File: config.mk
export PLATFORM = sky130hd
export DESIGN_NAME = axi_lite_settings_bridge_flat
export DESIGN_NICKNAME = d
export VERILOG_FILES = /design/src/rtl/axi_lite_settings_bridge_if.sv /design/src/rtl/axi_lite_settings_bridge.sv /design/src/flat_wrapper.sv
export SDC_FILE = /design/constraint.sdc
export NUM_CORES = 1
export LEC_CHECK = 0
export CAP_MARGIN = 0
export CORE_ASPECT_RATIO = 0.9
export CORE_MARGIN = 5
export CORE_UTILIZATION = 35
export CTS_CLUSTER_SIZE = 30
export DETAILED_ROUTE_END_ITERATION = 10
export PLACE_DENSITY = 0.67
export REMOVE_ABC_BUFFERS = 1
export SYNTH_ARGS = -nofsm -noshare
export SYNTH_HDL_FRONTEND = slang
export SYNTH_SLANG_ARGS = --single-unit
File: constraint.sdc
create_clock -name clk -period 1.4 [get_ports clk]
set_input_delay 0.42 -clock clk [delete_from_list [all_inputs] [get_ports clk]]
set_output_delay 0.42 -clock clk [all_outputs]
set_load 0.02 [all_outputs]
File: src/rtl/axi_lite_settings_bridge_if.sv
// AXI4-Lite slave-side bus bundle for the settings bridge.
// Signals carry the s_axi_ role through the instance name (s_axi.awaddr etc.).
interface axi_lite_settings_bridge_if #(
    parameter int C_DATAWIDTH = 32,
    parameter int C_ADDRWIDTH = 32
);
    logic [C_ADDRWIDTH-1:0]   awaddr;
    logic                     awvalid;
    logic                     awready;
    logic [C_DATAWIDTH-1:0]   wdata;
    logic [C_DATAWIDTH/8-1:0] wstrb;
    logic                     wvalid;
    logic                     wready;
    logic [1:0]               bresp;
    logic                     bvalid;
    logic                     bready;
    logic [C_ADDRWIDTH-1:0]   araddr;
    logic                     arvalid;
    logic                     arready;
    logic [C_DATAWIDTH-1:0]   rdata;
    logic [1:0]               rresp;
    logic                     rvalid;
    logic                     rready;

    modport slave (
        input  awaddr, awvalid, wdata, wstrb, wvalid, bready, araddr, arvalid, rready,
        output awready, wready, bresp, bvalid, arready, rdata, rresp, rvalid
    );

    modport master (
        output awaddr, awvalid, wdata, wstrb, wvalid, bready, araddr, arvalid, rready,
        input  awready, wready, bresp, bvalid, arready, rdata, rresp, rvalid
    );
endinterface

File: src/rtl/axi_lite_settings_bridge.sv
// AXI4-Lite slave turning host writes into set_stb pulses and host reads into
// get_stb pulses; independent write and read FSMs, addresses pass through.
module axi_lite_settings_bridge #(
    parameter int C_DATAWIDTH = 32,
    parameter int C_ADDRWIDTH = 32
) (
    input  logic                   clk,
    input  logic                   rst,
    axi_lite_settings_bridge_if.slave s_axi,
    output logic [C_DATAWIDTH-1:0] set_data,
    output logic [C_ADDRWIDTH-1:0] set_addr,
    output logic                   set_stb,
    output logic [C_ADDRWIDTH-1:0] get_addr,
    output logic                   get_stb,
    input  logic [C_DATAWIDTH-1:0] get_data
);
    typedef enum logic [1:0] {W_IDLE = 2'd0, W_STB = 2'd1, W_RESP = 2'd2} w_state_e;
    typedef enum logic [1:0] {R_IDLE = 2'd0, R_GET = 2'd1, R_RESP = 2'd2} r_state_e;

    w_state_e                 w_state_q;
    r_state_e                 r_state_q;
    logic                     aw_latched_q, w_latched_q;
    logic [C_ADDRWIDTH-1:0]   awaddr_q;
    logic [C_DATAWIDTH-1:0]   wdata_q;
    logic [C_DATAWIDTH/8-1:0] wstrb_q;
    logic                     awready_q, wready_q, bvalid_q, set_stb_q;
    logic [1:0]               bresp_q, rresp_q;
    logic [C_ADDRWIDTH-1:0]   set_addr_q, get_addr_q;
    logic [C_DATAWIDTH-1:0]   set_data_q, rdata_q;
    logic                     arready_q, rvalid_q, get_stb_q;

    // A beat completing this cycle counts as latched, so AW/W in the same cycle start W_STB at once.
    logic                     aw_hs_s, w_hs_s, aw_done_s, w_done_s, full_s;
    logic [C_ADDRWIDTH-1:0]   awaddr_s;
    logic [C_DATAWIDTH-1:0]   wdata_s;
    logic [C_DATAWIDTH/8-1:0] wstrb_s;

    assign aw_hs_s   = s_axi.awvalid & awready_q;
    assign w_hs_s    = s_axi.wvalid & wready_q;
    assign aw_done_s = aw_latched_q | aw_hs_s;
    assign w_done_s  = w_latched_q | w_hs_s;
    assign awaddr_s  = aw_latched_q ? awaddr_q : s_axi.awaddr;
    assign wdata_s   = w_latched_q ? wdata_q : s_axi.wdata;
    assign wstrb_s   = w_latched_q ? wstrb_q : s_axi.wstrb;
    assign full_s    = &wstrb_s;

    // Write FSM: collect AW and W, issue one set_stb (full-strobe only), then respond on B.
    always_ff @(posedge clk) begin
        if (rst) begin
            w_state_q    <= W_IDLE;
            aw_latched_q <= 1'b0;
            w_latched_q  <= 1'b0;
            awaddr_q     <= {C_ADDRWIDTH{1'b0}};
            wdata_q      <= {C_DATAWIDTH{1'b0}};
            wstrb_q      <= {(C_DATAWIDTH/8){1'b0}};
            awready_q    <= 1'b0;
            wready_q     <= 1'b0;
            bvalid_q     <= 1'b0;
            bresp_q      <= 2'b00;
            set_stb_q    <= 1'b0;
            set_addr_q   <= {C_ADDRWIDTH{1'b0}};
            set_data_q   <= {C_DATAWIDTH{1'b0}};
        end else begin
            case (w_state_q)
                W_IDLE: begin
                    if (aw_hs_s) begin
                        aw_latched_q <= 1'b1;
                        awaddr_q     <= s_axi.awaddr;
                    end
                    if (w_hs_s) begin
                        w_latched_q <= 1'b1;
                        wdata_q     <= s_axi.wdata;
                        wstrb_q     <= s_axi.wstrb;
                    end
                    if (aw_done_s && w_done_s) begin
                        awready_q <= 1'b0;
                        wready_q  <= 1'b0;
                        set_stb_q <= full_s;
                        bresp_q   <= full_s ? 2'b00 : 2'b10;
                        if (full_s) begin
                            set_addr_q <= awaddr_s;
                            set_data_q <= wdata_s;
                        end
                        w_state_q <= W_STB;
                    end else begin
                        awready_q <= ~aw_done_s;
                        wready_q  <= ~w_done_s;
                    end
                end
                W_STB: begin
                    set_stb_q <= 1'b0;
                    bvalid_q  <= 1'b1;
                    w_state_q <= W_RESP;
                end
                W_RESP: begin
                    if (s_axi.bready) begin
                        bvalid_q     <= 1'b0;
                        bresp_q      <= 2'b00;
                        aw_latched_q <= 1'b0;
                        w_latched_q  <= 1'b0;
                        awready_q    <= 1'b1;
                        wready_q     <= 1'b1;
                        w_state_q    <= W_IDLE;
                    end
                end
                default: begin
                    set_stb_q <= 1'b0;
                    bvalid_q  <= 1'b0;
                    w_state_q <= W_IDLE;
                end
            endcase
        end
    end

    // Read FSM: one get_stb cycle, capture get_data at its end, hold R until rready.
    always_ff @(posedge clk) begin
        if (rst) begin
            r_state_q  <= R_IDLE;
            arready_q  <= 1'b0;
            get_stb_q  <= 1'b0;
            get_addr_q <= {C_ADDRWIDTH{1'b0}};
            rvalid_q   <= 1'b0;
            rdata_q    <= {C_DATAWIDTH{1'b0}};
            rresp_q    <= 2'b00;
        end else begin
            case (r_state_q)
                R_IDLE: begin
                    if (s_axi.arvalid && arready_q) begin
                        arready_q  <= 1'b0;
                        get_addr_q <= s_axi.araddr;
                        get_stb_q  <= 1'b1;
                        r_state_q  <= R_GET;
                    end else begin
                        arready_q <= 1'b1;
                    end
                end
                R_GET: begin
                    get_stb_q <= 1'b0;
                    rdata_q   <= get_data;
                    rresp_q   <= 2'b00;
                    rvalid_q  <= 1'b1;
                    r_state_q <= R_RESP;
                end
                R_RESP: begin
                    if (s_axi.rready) begin
                        rvalid_q  <= 1'b0;
                        arready_q <= 1'b1;
                        r_state_q <= R_IDLE;
                    end
                end
                default: begin
                    get_stb_q <= 1'b0;
                    rvalid_q  <= 1'b0;
                    r_state_q <= R_IDLE;
                end
            endcase
        end
    end

    // Readies are masked by rst so the host never sees a handshake during reset.
    assign s_axi.awready = awready_q & ~rst;
    assign s_axi.wready  = wready_q & ~rst;
    assign s_axi.arready = arready_q & ~rst;
    assign s_axi.bvalid  = bvalid_q;
    assign s_axi.bresp   = bresp_q;
    assign s_axi.rvalid  = rvalid_q;
    assign s_axi.rresp   = rresp_q;
    assign s_axi.rdata   = rdata_q;
    assign set_stb       = set_stb_q;
    assign set_addr      = set_addr_q;
    assign set_data      = set_data_q;
    assign get_stb       = get_stb_q;
    assign get_addr      = get_addr_q;
endmodule

File: src/flat_wrapper.sv
// flat-port wrapper written by rule: the top's interface ports become plain ports
module axi_lite_settings_bridge_flat 
#(
    parameter int C_DATAWIDTH = 32,
    parameter int C_ADDRWIDTH = 32
)
  (clk, rst, set_data, set_addr, set_stb, get_addr, get_stb, get_data, s_axi_awaddr, s_axi_awvalid, s_axi_wdata, s_axi_wstrb, s_axi_wvalid, s_axi_bready, s_axi_araddr, s_axi_arvalid, s_axi_rready, s_axi_awready, s_axi_wready, s_axi_bresp, s_axi_bvalid, s_axi_arready, s_axi_rdata, s_axi_rresp, s_axi_rvalid);
  axi_lite_settings_bridge_if #(.C_DATAWIDTH(C_DATAWIDTH), .C_ADDRWIDTH(C_ADDRWIDTH)) s_axi_i ();
  input  logic clk;
  input  logic rst;
  output logic [C_DATAWIDTH-1:0] set_data;
  output logic [C_ADDRWIDTH-1:0] set_addr;
  output logic set_stb;
  output logic [C_ADDRWIDTH-1:0] get_addr;
  output logic get_stb;
  input  logic [C_DATAWIDTH-1:0] get_data;
  input wire logic [$bits(s_axi_i.awaddr)-1:0] s_axi_awaddr;
  input wire logic [$bits(s_axi_i.awvalid)-1:0] s_axi_awvalid;
  input wire logic [$bits(s_axi_i.wdata)-1:0] s_axi_wdata;
  input wire logic [$bits(s_axi_i.wstrb)-1:0] s_axi_wstrb;
  input wire logic [$bits(s_axi_i.wvalid)-1:0] s_axi_wvalid;
  input wire logic [$bits(s_axi_i.bready)-1:0] s_axi_bready;
  input wire logic [$bits(s_axi_i.araddr)-1:0] s_axi_araddr;
  input wire logic [$bits(s_axi_i.arvalid)-1:0] s_axi_arvalid;
  input wire logic [$bits(s_axi_i.rready)-1:0] s_axi_rready;
  output wire logic [$bits(s_axi_i.awready)-1:0] s_axi_awready;
  output wire logic [$bits(s_axi_i.wready)-1:0] s_axi_wready;
  output wire logic [$bits(s_axi_i.bresp)-1:0] s_axi_bresp;
  output wire logic [$bits(s_axi_i.bvalid)-1:0] s_axi_bvalid;
  output wire logic [$bits(s_axi_i.arready)-1:0] s_axi_arready;
  output wire logic [$bits(s_axi_i.rdata)-1:0] s_axi_rdata;
  output wire logic [$bits(s_axi_i.rresp)-1:0] s_axi_rresp;
  output wire logic [$bits(s_axi_i.rvalid)-1:0] s_axi_rvalid;
  assign s_axi_i.awaddr = s_axi_awaddr;
  assign s_axi_i.awvalid = s_axi_awvalid;
  assign s_axi_i.wdata = s_axi_wdata;
  assign s_axi_i.wstrb = s_axi_wstrb;
  assign s_axi_i.wvalid = s_axi_wvalid;
  assign s_axi_i.bready = s_axi_bready;
  assign s_axi_i.araddr = s_axi_araddr;
  assign s_axi_i.arvalid = s_axi_arvalid;
  assign s_axi_i.rready = s_axi_rready;
  assign s_axi_awready = s_axi_i.awready;
  assign s_axi_wready = s_axi_i.wready;
  assign s_axi_bresp = s_axi_i.bresp;
  assign s_axi_bvalid = s_axi_i.bvalid;
  assign s_axi_arready = s_axi_i.arready;
  assign s_axi_rdata = s_axi_i.rdata;
  assign s_axi_rresp = s_axi_i.rresp;
  assign s_axi_rvalid = s_axi_i.rvalid;
  axi_lite_settings_bridge #(.C_DATAWIDTH(C_DATAWIDTH), .C_ADDRWIDTH(C_ADDRWIDTH)) u_core (.clk(clk), .rst(rst), .s_axi(s_axi_i), .set_data(set_data), .set_addr(set_addr), .set_stb(set_stb), .get_addr(get_addr), .get_stb(get_stb), .get_data(get_data));
endmodule
---- Word-level counts from Yosys, hierarchy flattened ----
Cells that the tools add are included.
storage, ports and cells
  register bits after elaboration ......... 211
  latch bits .............................. 0
  RAM bits ................................ 0
  ROM bits ................................ 0
  input port bits ......................... 139
  memories ................................ 0
operators by class
  add/sub/neg operators ................... 0
  multiply operators ...................... 0
  divide/modulo/power cells ............... 0
  magnitude comparators ................... 0
  equality and inequality tests ........... 10
  shifts and indexed selects .............. 0
  multiplexer cells ....................... 32
  bitwise operators ....................... 14
  reduce and logical (&&, ||, !) cells .... 22
operator list
  kind                  count
  $mux W32              2
  $reduce_and A2 Y1     11
  $pmux W1 S2           7
  $mux W2               6
  $pmux W2 S3           2
  $mux W1               11
  $reduce_and A3 Y1     3
  $ne A2 B1 Y1 const B  4
  $not A1 Y1            7
  $pmux W1 S3           2
  $reduce_and A6 Y1     1
  $and A1 B1 Y1         5
  $eq A2 B1 Y1 const B  2
  $eq A2 B2 Y1 const B  2
  $logic_not A2 Y1      2
  $mux W4               1
  $ne A2 B2 Y1 const B  2
  $pmux W2 S2           1
  $reduce_and A4 Y1     1
  $reduce_bool A2 Y1    2
  $logic_and A1 B1 Y1   2
  $or A1 B1 Y1          2

---- Depth between registers and ports, before layout ----
  depth in word-level cells ............... 5
  depth in mapped cells ................... 7
  gate-level depth less buffers ........... 4

---- Worst setup path before layout ----
OpenSTA, ideal clock, no wires.
  path type ............................... reg-to-reg
  from .................................... register u_core.w_latched_q
  to ...................................... register u_core.set_addr_q[20], in the netlist u_core.set_addr[20]
  setup time .............................. 146 ps
  arrival ................................. 1,366 ps
  data required time ...................... 1,254 ps
  setup slack ............................. -113 ps
  stages on the path, launching flop included .. 8
  buffers on the path ..................... 3
  cell sequence ........................... dfxtp_1 > buf_2 > nand4b_1 > o22ai_2 > and2_1 > buf_2 > buf_4 > a211oi_1
on the way
  cells in the longest elaborated chain, start to end .. 3
  elaborated cells between the ends (all ways) .. 4
  those cells by class .................... mux: 1; bitwise: 1; reduce/logical: 2
ends and longest elaborated chain
  item                                  RTL line                         text
  start, declared                       axi_lite_settings_bridge.sv:22   logic aw_latched_q, w_latched_q;
  start signal, assigned                axi_lite_settings_bridge.sv:52   w_latched_q <= 1'b0;
  start signal, assigned                axi_lite_settings_bridge.sv:71   w_latched_q <= 1'b1;
  start signal, assigned                axi_lite_settings_bridge.sv:100  w_latched_q <= 1'b0;
  $or A1 B1 Y1                          axi_lite_settings_bridge.sv:41   assign w_done_s = w_latched_q | w_hs_s;
  $logic_and A1 B1 Y1                   axi_lite_settings_bridge.sv:75   if (aw_done_s && w_done_s) begin
  $reduce_and A6 Y1 (no source line) *  n/a
  end signal, assigned                  axi_lite_settings_bridge.sv:61   set_addr_q <= {C_ADDRWIDTH{1'b0}};
  end signal, assigned                  axi_lite_settings_bridge.sv:81   set_addr_q <= awaddr_s;
  end, declared                         axi_lite_settings_bridge.sv:28   logic [C_ADDRWIDTH-1:0] set_addr_q, get_addr_q;
Mark *: on every way between the ends. The rest lies on a longest branch, timed or not.
A chain may end at the register's enable or synchronous reset.

---- Worst setup path after layout ----
  from .................................... register u_core.w_latched_q
  to ...................................... register u_core.set_data_q[7], in the netlist u_core.set_data[7]
on the way
  cells in the longest elaborated chain, start to end .. 3
  elaborated cells between the ends (all ways) .. 5
  those cells by class .................... mux: 2; bitwise: 1; reduce/logical: 2
ends and longest elaborated chain
  item                                RTL line                        text
  $or A1 B1 Y1                        axi_lite_settings_bridge.sv:41
  $logic_and A1 B1 Y1                 axi_lite_settings_bridge.sv:75
  $reduce_and A6 Y1 (no source line)  n/a
  end signal, assigned                axi_lite_settings_bridge.sv:62  set_data_q <= {C_DATAWIDTH{1'b0}};
  end signal, assigned                axi_lite_settings_bridge.sv:82  set_data_q <= wdata_s;
  end, declared                       axi_lite_settings_bridge.sv:29  logic [C_DATAWIDTH-1:0] set_data_q, rdata_q;
Several ways; a longest one is shown, not always the timed one.

==> flow_summary.toml <==
[drt]
wire_per_inst_um = 17.3
maxUsedRoutingLayer = "met4"
post_detailed_route_drc_marker_count = 0
routedLengthMet1_mm = 11.8
initialDrtViolationCount = 444
detail_route.vias_per_cell = 4.96
drt_first_pass_iters = 4
vias = 7676
antenna_violating_nets_post_route = 0
met3_length_mm = 1.84
route.met2.wl_mm = 12.6
totalWireLength_mm = 26.7

[clock_network]
cts_max_path_bufs = 3
cts.reportedPaths.clkPinSlew_ns = 0.06
htree_num_levels = 1
numCtsBuffers = 23
clock_latency_ns = 0.50
clockRootBuffer = "sky130_fd_sc_hd__clkbuf_16"
clock_tree_sinks = 210
cts_tree = "yes"

[yosys]
synth-edff-count = 0
ys_top_cells_by_area = "sky130_fd_sc_hd__dfxtp_1, sky130_fd_sc_hd__a21oi_1, sky130_fd_sc_hd__nand2_1"
synth_sequential_area_ratio_pct = 51.9
mappedNetlistArea_sq_um = 8110
syn_area_per_cell_sq_um = 8.62
postSynthCellCount = 941
synth_top_cell_by_area = "sky130_fd_sc_hd__dfxtp_1"
ys_async_sr_fraction_pct = 0
yosysTopAreaCellShare_pct = 51.9
synth-seq-cells = 210
synthesis.yosys.warnings = 0
synth_ff_type = "sky130_fd_sc_hd__dfxtp_1"
synth_cell_types = 27

[setup_path]
criticalPathCategory = "reg -> reg"
timing.critical_path.from_type = "register"
path_max_fanout = 12
capturing_element_type_of_the_critical_path = "register"
data_required_time_at_the_worst_endpoint_ns = 1.80
arrival_time_at_the_worst_endpoint_ns = 2.02
ff_to_ff_path_depth = 8

[floorplan]
die_area_sq_um = 26300
core.rowCount = 52
width_of_the_die_um = 170
core_area_sq_um = 22600
floorplan.initialDensity_pct = 35.8
ios = 278
die_height_um = 154

[grt]
grt_first_pass_wirelength_mm = 39.2
grt_remaining_overflow = 0
initial_antenna_violation_count = 0
grt_resource_usage_total_pct = 18.0
grt_start_max_net_pins = 82
first_global_vias = 7299

[finish]
antenna_diode_count = 0
final_core_util_pct = 58.0
fillCellCount = 1982
area_delta_synth_final_pct = 62.1
fin_area_sq_um = 13100
fraction_of_layout_cells_with_a_size_suffix_above_1_pct = 36.2
layout_net_count = 1376

[min_path]
timing.hold.worst_path_depth = 3
timing.hold.worst.class = "in -> reg"

[placed_design]
port_buffers = 274
gp_congestion = 0.745
place_worst_setup_slack_ns = -0.759
dp_wirelength_mm = 16.1
placement.cell_area_sq_um = 11300

[power_and_ir_drop]
p_sw_mw = 3.62
sequential_group_share_of_total_power_pct = 44.6
peakVddDrop_mv = 0.751
p_int_mw = 10.7
power_switching_share_pct = 25.3
clock_power_share_pct = 39.9
power_per_cell_area_nw_per_um2 = 1090
power.leakage_nw = 4.84
combinationalPowerShare_pct = 15.5

[timing]
timing.setup.tns_ns = -12.02
setup_repair_after_global_routing_missed_its_margin = "yes"
maximum_clock_frequency_mhz = 616
timing.final.ws_setup_ns = -0.225
hold_violations = 0
fin_worst_skew_ns = 0.0159
whs_ns = 0.402
finalSetupViolations = 68
finalCriticalPeriod_ns = 1.62
final.period_utilization_pct = 116
pins_over_their_slew_limit = 0

[run_status]
violations = "setup timing"
outcome = "finished with violations"

[flow_run]
cap_viol_max_count = 0
## registers in the layout, indices dropped and copies added, names as in the netlist, 2 cells and up
signal and flops:
u_core.wstrb_q 4, u_core.s_axi.rdata 32, u_core.r_state_q 2, u_core.awaddr_q 32, u_core.wdata_q 32, u_core.get_addr 32
u_core.w_state_q 2, u_core.set_addr 32, u_core.set_data 32
## path summary, 6_finish.rpt
check / end / slack, ns / start
min: u_core.set_addr[19]$_SDFFE_PP0P_ / 0.40 / rst
max reg2reg: u_core.set_data[7]$_SDFFE_PP0P_ / -0.22 / u_core.w_latched_q$_SDFFE_PP0P_
max: u_core.set_data[7]$_SDFFE_PP0P_ / -0.22 / u_core.w_latched_q$_SDFFE_PP0P_
min reg2reg: u_core.awaddr_q[6]$_SDFFE_PP0P_ / 0.45 / u_core.awaddr_q[6]$_SDFFE_PP0P_
## cell type report
class,count,area (sq um),area share (%)
flip-flops and latches,210,4390,33.4
repair buffers,354,3900,29.7
multi-input cells,645,3770,28.7
clock buffers,32,639,4.87
well taps,297,372,2.83
clock inverters,6,58.8,0.448
inverters,3,11.3,0.0857
## critical path, stage by stage (launching register included)
cell and delay [ns]:
sky130_fd_sc_hd__dfxtp_4 0.37, sky130_fd_sc_hd__buf_6 0.13, sky130_fd_sc_hd__a21oi_4 0.14, sky130_fd_sc_hd__nor4_4 0.06
sky130_fd_sc_hd__buf_4 0.15, sky130_fd_sc_hd__and2_4 0.18, sky130_fd_sc_hd__buf_6 0.13, sky130_fd_sc_hd__buf_12 0.15
sky130_fd_sc_hd__a211oi_2 0.21
## what timing repair did
item,4_1_cts,5_1_grt
buffers inserted,17,19
endpoints found under the setup margin,237,239
hold buffers,0,0
pin swaps,1,17
gates resized for setup,966,68
gates cloned,4,6
## power by group through the flow
stage | Clock (mW) | Combinational [mW] | Sequential (mW)
after floorplan | 0 | 0.684 | 6.64
after global placement | 0 | 2.00 | 6.47
after detailed placement | 0 | 2.01 | 6.48
after CTS | 5.87 | 2.09 | 6.38
after global routing | 6.12 | 2.38 | 6.41
final | 5.71 | 2.22 | 6.39
## synth_stat cells, types with 2 or more instances
| library cell | count |
|---|---|
| sky130_fd_sc_hd__a21oi_2 | 2 |
| sky130_fd_sc_hd__clkbuf_1 | 49 |
| sky130_fd_sc_hd__a211oi_1 | 56 |
| sky130_fd_sc_hd__nand3_1 | 4 |
| sky130_fd_sc_hd__buf_1 | 2 |
| sky130_fd_sc_hd__nor2b_1 | 7 |
| sky130_fd_sc_hd__inv_1 | 3 |
| sky130_fd_sc_hd__buf_6 | 5 |
| sky130_fd_sc_hd__mux2i_1 | 66 |
| sky130_fd_sc_hd__and3_1 | 2 |
| sky130_fd_sc_hd__a21oi_1 | 204 |
| sky130_fd_sc_hd__buf_4 | 11 |
| sky130_fd_sc_hd__buf_2 | 18 |
| sky130_fd_sc_hd__dfxtp_1 | 210 |
| sky130_fd_sc_hd__nand2_1 | 266 |
| sky130_fd_sc_hd__a211oi_2 | 9 |
| sky130_fd_sc_hd__nor3_1 | 5 |
| sky130_fd_sc_hd__nor2_1 | 12 |
| sky130_fd_sc_hd__nand2b_1 | 2 |
## through the flow
step | instances | total power, mW
after floorplan | 858 | 7.33
after global placement | 1467 | 8.46
after detailed placement | 1467 | 8.49
after CTS | 1525 | 14.3
after global routing | 1547 | 14.9
final | 1547 | 14.3
## cells in the final DEF, fill, tap and decap left out, types with 5 or more instances in the layout
master	synthesis	final
sky130_fd_sc_hd__nor3_1	5	5
sky130_fd_sc_hd__buf_6	5	142
sky130_fd_sc_hd__clkdlybuf4s50_1	0	136
sky130_fd_sc_hd__nand2_1	266	265
sky130_fd_sc_hd__buf_4	11	48
sky130_fd_sc_hd__buf_12	0	19
sky130_fd_sc_hd__a211oi_1	56	13
sky130_fd_sc_hd__mux2i_1	66	66
sky130_fd_sc_hd__clkbuf_1	49	6
sky130_fd_sc_hd__clkbuf_16	0	27
sky130_fd_sc_hd__a211oi_2	9	50
sky130_fd_sc_hd__dfxtp_1	210	72
sky130_fd_sc_hd__a21oi_1	204	204
sky130_fd_sc_hd__dfxtp_2	0	134
sky130_fd_sc_hd__nor2_1	12	11
## cell families (layout without fill, tap and decap cells)
group	Yosys count	count (layout)	share of synthesized area [%]
muxes	66	66	8.15
and+or+nand+nor	303	303	15.0
buffers and inverters	88	395	5.32
DFF	210	210	51.9
other	1	3	0.0463
AOI/OAI and AO/OA	273	273	19.6
## layer usage
metal	vias up	track usage (%)
li1	3793	-
met1	3596	24.2
met2	253	29.6
met3	34	4.24
met4	0	3.84
met5	-	0
(Power assumes the default switching activity.)
==> edit, RTL diff (same settings) <==
Encoding of `w_state_e`: now one-hot (3 bits for 3 states).
--- a/src/rtl/axi_lite_settings_bridge.sv
+++ b/src/rtl/axi_lite_settings_bridge.sv
@@ -14,7 +14,7 @@
     output logic                   get_stb,
     input  logic [C_DATAWIDTH-1:0] get_data
 );
-    typedef enum logic [1:0] {W_IDLE = 2'd0, W_STB = 2'd1, W_RESP = 2'd2} w_state_e;
+    typedef enum logic [2:0] {W_IDLE = 3'b001, W_STB = 3'b010, W_RESP = 3'b100} w_state_e;
     typedef enum logic [1:0] {R_IDLE = 2'd0, R_GET = 2'd1, R_RESP = 2'd2} r_state_e;
 
     w_state_e                 w_state_q;
Behaviour: same outputs for any inputs over 4 cycles, from zero or initial values and one cycle with rst high; so few cycles prove little.
==> edit against the unedited design <==
The run still ends with negative setup slack left. Cell area grew 7.4%. Fmax increased by 2.3%. Synthesized area grew 4.4%. Routed wire length up 4.6%. Sequential cell count is 1 higher. Setup slack better by 0.036 ns. Total power increased by 4.7%. Combinational power is 26% higher. Largest power group unchanged. First-iteration DRC count decreased by 27%.
==> edit: results (changes against the unedited design) <==
metric	value	unit	change
1st-pass router iterations	5		+1
CTS Hold Buffers Added	0		unchanged
FF-to-FF End	u_core.set_data[8]		
top cells by area, synth	dfxtp_1 (50%), a21oi_1 (12%), nand2_1 (12%)		
LEAKAGE	5.26	nW	+8.6%
layout cell share with drive strength beyond 1	46.8	%	+11 points
DR vias/cell	5.06		+2.0%
Final WS setup	-0.189	ns	+0.0359 ns
H-tree levels	1		unchanged
first-pass GRT wire length	39700	µm	+1.2%
Hold Path Origin	rst		
global-route usage over all layers	17.3	%	-0.70 points
dominant synthesized flop cell	dfxtp_1		
initial drt markers	325		-27%
Yosys warnings	0		unchanged
synth cell count leaders	nand2_1 (268), dfxtp_1 (211), a21oi_1 (202)		
pin count of the biggest net entering global routing	86		+4.9%
register area share after synthesis	49.9	%	-2.0 points
Worst Path Arrival	1.93	ns	-0.09 ns
HP Class	in2reg		
reg-to-reg startpoint	u_core.w_latched_q		
Remaining Overflow, GRT	0		unchanged
ANT cells	0		unchanged
Reg2Reg Depth	5		-3
Clock transition at path regs	0.06	ns	about the same
Slew @ Worst Pin	0.611	ns	
failing checks	negative setup slack		
DRT Wirelength	28000	µm	+4.6%
VDD IR max	837	µV	+11%
insertion delay to the later sink of the worst-skew pair	0.50	ns	about the same
PortBufs	274		unchanged
CTS Buf Count	23		unchanged
dpl ws	-0.697	ns	+0.0614 ns
Hold EP	u_core.s_axi.rdata[31]		
number of distinct library cells after synthesis	34		+26%
Final Power	15.0	mW	+4.7%
initial antenna violation count	0		unchanged
slowest stage delay, CP	0.36	ns	
vias in the first global route	7565		+3.6%
P_sw	3.86	mW	+6.7%
status	finished with violations		
Post-DP HPWL	16900	µm	+5.0%
RePlAce Congestion	0.744		-0.13%
CTS root buf	clkbuf_16		
Crit Path Max Fanout	20		+8
critical path's slowest cell	dfxtp_4		
Max clock buf depth	3		unchanged
Layout Nets	1411		+2.5%
number of fill cells	1987		+0.25%
Hold Path Depth	3		unchanged
asr flop ratio synth	0	%	unchanged
Setup violations, final	108		+59%
clock skew	0.0143	ns	-0.00158 ns
delay-heaviest family, CP	simple AND/OR/NAND/NOR gates		
## edit: worst max-delay path by stage
stage	start	depth (start not counted)	end	slack, ns
detailed placement	s_axi_wstrb[2]	6	u_core.set_addr[26]	-0.70
finish	u_core.w_latched_q	5	u_core.set_data[8]	-0.19
global route	u_core.w_latched_q	6	u_core.set_data[31]	-0.25
CTS	u_core.w_latched_q	5	u_core.set_addr[31]	-0.18
global placement	s_axi_wstrb[2]	6	u_core.set_addr[31]	-0.69
floorplan	u_core.w_latched_q	4	u_core.set_addr[31]	-3.68
## edit: through the flow
step | hold slack (ns) | cell area (µm²) | cells | setup TNS (ns)
3_3_place_gp | 0.440 | 11700 | 1501 | -77.93
3_5_place_dp | 0.445 | 11700 | 1501 | -81.01
2_1_floorplan | 0.430 | 7990 | 868 | -339.60
4_1_cts | 0.242 | 13000 | 1545 | -10.50
6_report | 0.270 | 14100 | 1590 | -13.09
5_1_grt | 0.276 | 14100 | 1590 | -23.01
## edit: power by group through the flow
| stage | registers (mW) | logic (mW) | clock network, mW |
|---|---|---|---|
| after floorplan | 6.68 | 0.742 | 0 |
| after global placement | 6.50 | 2.13 | 0 |
| after detailed placement | 6.52 | 2.15 | 0 |
| after CTS | 6.42 | 2.28 | 5.88 |
| after global routing | 6.49 | 2.97 | 6.16 |
| final | 6.46 | 2.79 | 5.73 |
## edit: tightest hold or removal path, cell delays in order
cell and delay (ns):
buf_6 0.14, buf_4 0.14, a21oi_1 0.03
## edit: per-layer routing
metal | part of all wire (%) | track usage (%) | vias up
met5 | 0 | 0 | -
met2 | 46 | 28.3 | 265
li1 | - | - | 3886
met3 | 9.1 | 7.25 | 43
met4 | 2.2 | 3.96 | 0
met1 | 42 | 21.4 | 3857
## edit: cell type report
cell class | count | area [µm²] | area share (%)
multi-input combinational | 653 | 4410 | 31.3
sequential | 211 | 4400 | 31.2
timing repair buffer | 379 | 4190 | 29.7
clock buffer | 31 | 656 | 4.65
tap | 308 | 385 | 2.73
clock inverter | 4 | 48.8 | 0.346
inverter | 4 | 15.0 | 0.106
## edit: logic make-up after synthesis
logic type | Yosys count | synth area share, %
multiplexers | 66 | 7.82
buffers and inverters | 92 | 5.93
other | 1 | 0.0443
flip-flops | 211 | 49.9
AO/OA/AOI/OAI | 276 | 21.5
AND/OR/NAND/NOR | 308 | 14.8
## edit: repair_timing
action	in CTS	in global routing
pin swaps	10	86
resized for setup	961	168
endpoints found under the setup margin	220	251
gates cloned	2	17
setup buffers	7	28
